==> config.mk <==
export PLATFORM = sky130hd
export DESIGN_NAME = mult_arbiter
export DESIGN_NICKNAME = d
export VERILOG_FILES = /design/src/rtl/mult_arbiter.sv
export SDC_FILE = /design/constraint.sdc
export NUM_CORES = 2
export LEC_CHECK = 0
export BUFFER_PORTS_ARGS = -buffer_cell sky130_fd_sc_hd__buf_2
export CORE_MARGIN = 4
export CORE_UTILIZATION = 64
export DETAILED_ROUTE_END_ITERATION = 8
export GPL_TIMING_DRIVEN = 0
export PLACE_DENSITY = 0.87
export REMOVE_ABC_BUFFERS = 1
export SYNTH_ARGS = -nofsm -noshare
export SYNTH_HDL_FRONTEND = slang
export SYNTH_SLANG_ARGS = --single-unit
export TNS_END_PERCENT = 1
==> constraint.sdc <==
create_clock -name clk -period 8 [get_ports clk]
set_clock_uncertainty 0.2 [all_clocks]
set_input_delay 2 -clock clk [delete_from_list [all_inputs] [get_ports clk]]
set_output_delay 2 -clock clk [all_outputs]
set_load 0.02 [all_outputs]
==> src/rtl/mult_arbiter.sv <==
// Two-port arbiter sharing one 32x32 sign-magnitude multiplier.
// Each operation runs IDLE -> MUL -> RESP; the priority pointer flips only when a response completes.
module mult_arbiter (
  input  logic        clk,
  input  logic        rst,
  input  logic        req0_valid,
  input  logic        req1_valid,
  output logic        req0_ready,
  output logic        req1_ready,
  input  logic [31:0] req0_a,
  input  logic [31:0] req0_b,
  input  logic [31:0] req1_a,
  input  logic [31:0] req1_b,
  output logic        rsp0_valid,
  output logic        rsp1_valid,
  input  logic        rsp0_ready,
  input  logic        rsp1_ready,
  output logic [63:0] rsp0_result,
  output logic [63:0] rsp1_result,
  output logic        busy,
  output logic [15:0] op_count,
  output logic [1:0]  dbg_state_o
);

  // Handshakes: a transfer happens on a rising edge where valid and ready are both high.
  // ready may depend on valid; a requester must hold valid and its payload until the transfer.
  typedef enum logic [1:0] {
    S_IDLE = 2'd0,
    S_MUL  = 2'd1,
    S_RESP = 2'd2
  } state_t;

  state_t      state_q, state_d;
  logic        prio_q, prio_d;
  logic        owner_q, owner_d;
  logic [31:0] a_q, a_d;
  logic [31:0] b_q, b_d;
  logic [63:0] result_q, result_d;
  logic [15:0] count_q, count_d;

  logic        grant1;
  logic        any_req;
  logic [62:0] mul_mag;
  logic [63:0] mul_prod;

  // The shared multiplier: b[31] deliberately stays in the magnitude.
  assign mul_mag  = 63'(a_q[30:0]) * 63'(b_q);
  assign mul_prod = {a_q[31] ^ b_q[31], mul_mag};

  assign any_req = req0_valid | req1_valid;
  assign grant1  = req1_valid & (~req0_valid | prio_q);

  always_comb begin
    state_d    = state_q;
    prio_d     = prio_q;
    owner_d    = owner_q;
    a_d        = a_q;
    b_d        = b_q;
    result_d   = result_q;
    count_d    = count_q;
    req0_ready = 1'b0;
    req1_ready = 1'b0;
    rsp0_valid = 1'b0;
    rsp1_valid = 1'b0;
    case (state_q)
      S_IDLE: begin
        if (any_req) begin
          req0_ready = ~grant1;
          req1_ready = grant1;
          owner_d    = grant1;
          a_d        = grant1 ? req1_a : req0_a;
          b_d        = grant1 ? req1_b : req0_b;
          state_d    = S_MUL;
        end
      end
      S_MUL: begin
        result_d = mul_prod;
        state_d  = S_RESP;
      end
      S_RESP: begin
        rsp0_valid = ~owner_q;
        rsp1_valid = owner_q;
        if (owner_q ? rsp1_ready : rsp0_ready) begin
          state_d = S_IDLE;
          prio_d  = ~owner_q;
          count_d = count_q + 16'd1;
        end
      end
      default: state_d = S_IDLE;
    endcase
    // Handshake outputs are silenced while reset is held.
    if (rst) begin
      req0_ready = 1'b0;
      req1_ready = 1'b0;
      rsp0_valid = 1'b0;
      rsp1_valid = 1'b0;
    end
  end

  always_ff @(posedge clk) begin
    if (rst) begin
      state_q  <= S_IDLE;
      prio_q   <= 1'b0;
      owner_q  <= 1'b0;
      a_q      <= '0;
      b_q      <= '0;
      result_q <= '0;
      count_q  <= '0;
    end else begin
      state_q  <= state_d;
      prio_q   <= prio_d;
      owner_q  <= owner_d;
      a_q      <= a_d;
      b_q      <= b_d;
      result_q <= result_d;
      count_q  <= count_d;
    end
  end

  assign rsp0_result = result_q;
  assign rsp1_result = result_q;
  assign busy        = (state_q != S_IDLE) & ~rst;
  assign op_count    = count_q;
  assign dbg_state_o = state_q;

endmodule

==> impl_metrics.yaml <==
run_status:
  status: "complete, but fails checks"
  violations: "DRC, setup timing"
pwr:
  p_leak_nw: 21.0
  combinationalPowerShare_pct: 66.1
  switching_share_pct: 55.0
  pwr-share-clk_pct: 14.5
  sequentialPowerShare_pct: 19.4
  power.density_nw_per_um2: 150
  p_int_w: 0.00280
  power.net_switching_w: 0.00343
  vdd_ir_drop_max_mv: 0.173
  power_w: 0.00622
finish:
  final_nets: 5529
  drive_gt1_share_pct: 12.2
  fin_area_um2: 41400
  area_growth_pct: 9.43
  mostFrequentLayoutCell: "fa_1"
  final_cell_count_no_fill: 5075
  final_cell_mix: "fa_1, inv_1, nand2_1"
  multi_input_area_um2: 30600
  n_fill_cell: 3862
  register_area_um2: 3180
min_path:
  hold_path.class: "register to register"
  min-delay-start: "rsp0_result[28]$_SDFFE_PP0N_"
global_routing:
  antenna_found_initial: 14
  overflow: 0
  grt_max_degree: 96
  grt_use_total_pct: 39.5
  grt_pass1_wl_mm: 191
  grt_pass1_vias: 35166
placement:
  dp_hpwl_mm: 80.2
  placed_cells: 4948
  dpl-instance-area_um2: 39100
  gp_congestion: 1.03
  port-buffer-count: 284
detailed_routing:
  totalWireLength_mm: 132
  drt_iter0_drc: 4234
  ant_nets: 0
  vias_per_cell: 6.47
  routedWlPerCell_um: 25.9
  route.detailed.drc: 4
  dr.pass1.iters: 8
  routed-via-count: 32850
yosys:
  ys_seq_area_share_pct: 7.84
  ys_warn_count: 0
  ys.flop_type: "dfxtp_1"
  ys_types: 70
  async_flop_share_pct: 0
  synth_edf_count: 0
  synthCells: 4204
  ys_seq_elements: 148
  syn_avg_cell_area_um2: 8.99
  syn-cell-area_um2: 37800
sta:
  setup_viol: 2
  fin_crit_ns: 8.00
  hold_violations: 0
  whs_ns: 0.264
  min_period_over_period_pct: 100
  rsz0062_at_grt: "yes"
  tightest_slew_ns: 1.48
  slew_viol_final: 0
  fmax_mhz: 125
  slew-limit-headroom_pct: 1.13
  setup_slack_ns: -0.00369
  fin_tns_setup_ns: -0.00710
floorplan:
  num_rows: 88
  dieArea_um2: 63000
  die_x_um: 251
  start_util_pct: 65.0
  coreArea_um2: 58100
  die_h_um: 251
  ioPinCount: 285
setup_path:
  max_stage_delay_ns: 0.59
  crit_path_frequent_cell: "fa_1"
  critical_path_arrival_ns: 8.23
  reg2reg_from: "a_q[20]$_SDFFE_PP0P_"
  cp.buffers_inverters: 5
  startpoint_type: "register"
  worst_ep_required_time_ns: 8.23
  crit_path_top_delay_cell: "fa_2"
  setup.worst_path.start: "a_q[20]$_SDFFE_PP0P_"
  path_max_fanout: 21
  path_class: "register to register"
  crit_path_end_kind: "register"
  cp_top_family: "adder cells"
clock_tree:
  cts_buffer_depth: 2
  htree_levels: 4
  cts_tree: "yes"
  cts.reportedPaths.clkPinSlew_ns: 0.08
  cts_sinks: 148
  cts-root-buf: "clkbuf_16"
  postCtsHoldBufs: 0
  cts_inserted_buffers: 17
  clock_latency_ns: 0.50
job:
  cap_violations: 0
==> kinds of logic (layout without fill, tap and decap cells) <==
logic type | after synthesis | count (layout) | share of synthesized area [%]
AND/OR/NAND/NOR | 1405 | 1405 | 18.2
AO/OA/AOI/OAI | 339 | 339 | 6.13
XOR/XNOR | 66 | 66 | 1.53
flip-flops | 148 | 148 | 7.84
multiplexers | 7 | 7 | 0.185
buffers and inverters | 1116 | 1197 | 11.8
other | 0 | 25 | 0
adder cells (fa/ha/maj) | 1123 | 1123 | 54.4
==> metal layers <==
layer	share of wire (%)	track usage, %	up-vias
li1	-	-	12720
met1	30	44.6	15854
met2	43	61.7	3117
met3	16	14.3	1151
met4	11	29.4	8
met5	0.075	1.05	-
==> registers in the layout (all words and copies together), names as in the netlist <==
register     flops
a_q             32
b_q             32
dbg_state_o      2
op_count        16
owner_q          1
prio_q           1
rsp0_result     64
==> worst register-to-register path, delay by kind of cell, from the launching register on <==
family          cells  cell delay [ns]
fa+ha+maj           9             4.41
compound gates      5             1.16
simple gates        5             1.11
flops               1             0.43
buf+inv             5             0.42
xor+xnor            1             0.20
==> path summary, 6_finish.rpt <==
kind,to,slack (ns),depth (start not counted)
worst min-delay path,rsp0_result[28]$_SDFFE_PP0N_,0.26,2
worst max register to register,rsp0_result[60]$_SDFFE_PP0N_,-0.004,25
worst max-delay path,rsp0_result[60]$_SDFFE_PP0N_,-0.004,25
worst min register to register,rsp0_result[28]$_SDFFE_PP0N_,0.26,2
==> power groups by stage <==
stage,registers (W),clock network (W),logic [W]
2_1_floorplan,0.00116,0,0.00223
3_3_place_gp,0.00129,0,0.00335
3_5_place_dp,0.00128,0,0.00346
4_1_cts,0.00122,0.000884,0.00367
5_1_grt,0.00120,0.000912,0.00437
6_report,0.00121,0.000902,0.00412
==> timing repair <==
item                       CTS  global route
gates resized for setup     66            46
pin swaps                    2             5
gates cloned                 0             1
buffers inserted            27            42
setup endpoints to repair   36            22
==> cell type report <==
| cell class | count | share of cell area [%] |
|---|---|---|
| Antenna cell | 25 | 0.151 |
| Clock inverter | 15 | 0.438 |
| Multi-Input combinational cell | 2940 | 74.0 |
| Clock buffer | 17 | 1.03 |
| Sequential cell | 148 | 7.69 |
| Inverter | 793 | 7.19 |
| Tap cell | 765 | 2.31 |
| Timing Repair Buffer | 372 | 7.14 |
==> synth_stat cells, types with 3 or more instances <==
library cell	n	area [um2]
fa_1	866	17300
buf_4	65	488
nor4b_1	4	35.0
nand2_1	629	2360
o21ai_2	6	52.6
mux2i_1	7	70.1
a21o_1	30	225
ha_1	257	3220
o211ai_1	4	30.0
o21ai_1	5	25.0
a21boi_0	3	22.5
nand2b_1	7	43.8
or4_1	3	22.5
or3_1	6	37.5
and3_1	12	75.1
dfxtp_1	148	2960
a31oi_1	14	87.6
and2_1	530	3320
inv_1	793	2980
o21ai_0	46	230
a21oi_1	122	611
a211oi_1	7	52.6
xnor2_1	39	342
clkbuf_1	244	916
nand4_1	14	87.6
a211o_1	4	35.0
a22oi_1	5	37.5
o21bai_1	7	52.6
buf_1	7	26.3
o21a_1	4	30.0
nand3_1	25	125
nor2_1	134	503
clkbuf_2	3	15.0
nor2b_1	11	68.8
buf_2	3	15.0
a222oi_1	57	571
xor2_1	27	236
o31ai_1	5	37.5
nor3_1	14	70.1
==> metrics by stage <==
stage	util, %	worst slack [ns]
4_1_cts	69.5	0.000237
6_report	71.2	-0.00369
2_1_floorplan	-	-1.26
3_5_place_dp	67.2	-0.929
3_3_place_gp	66.6	-6.38
5_1_grt	71.1	-0.121
Power figures use the tool's default switching activity.
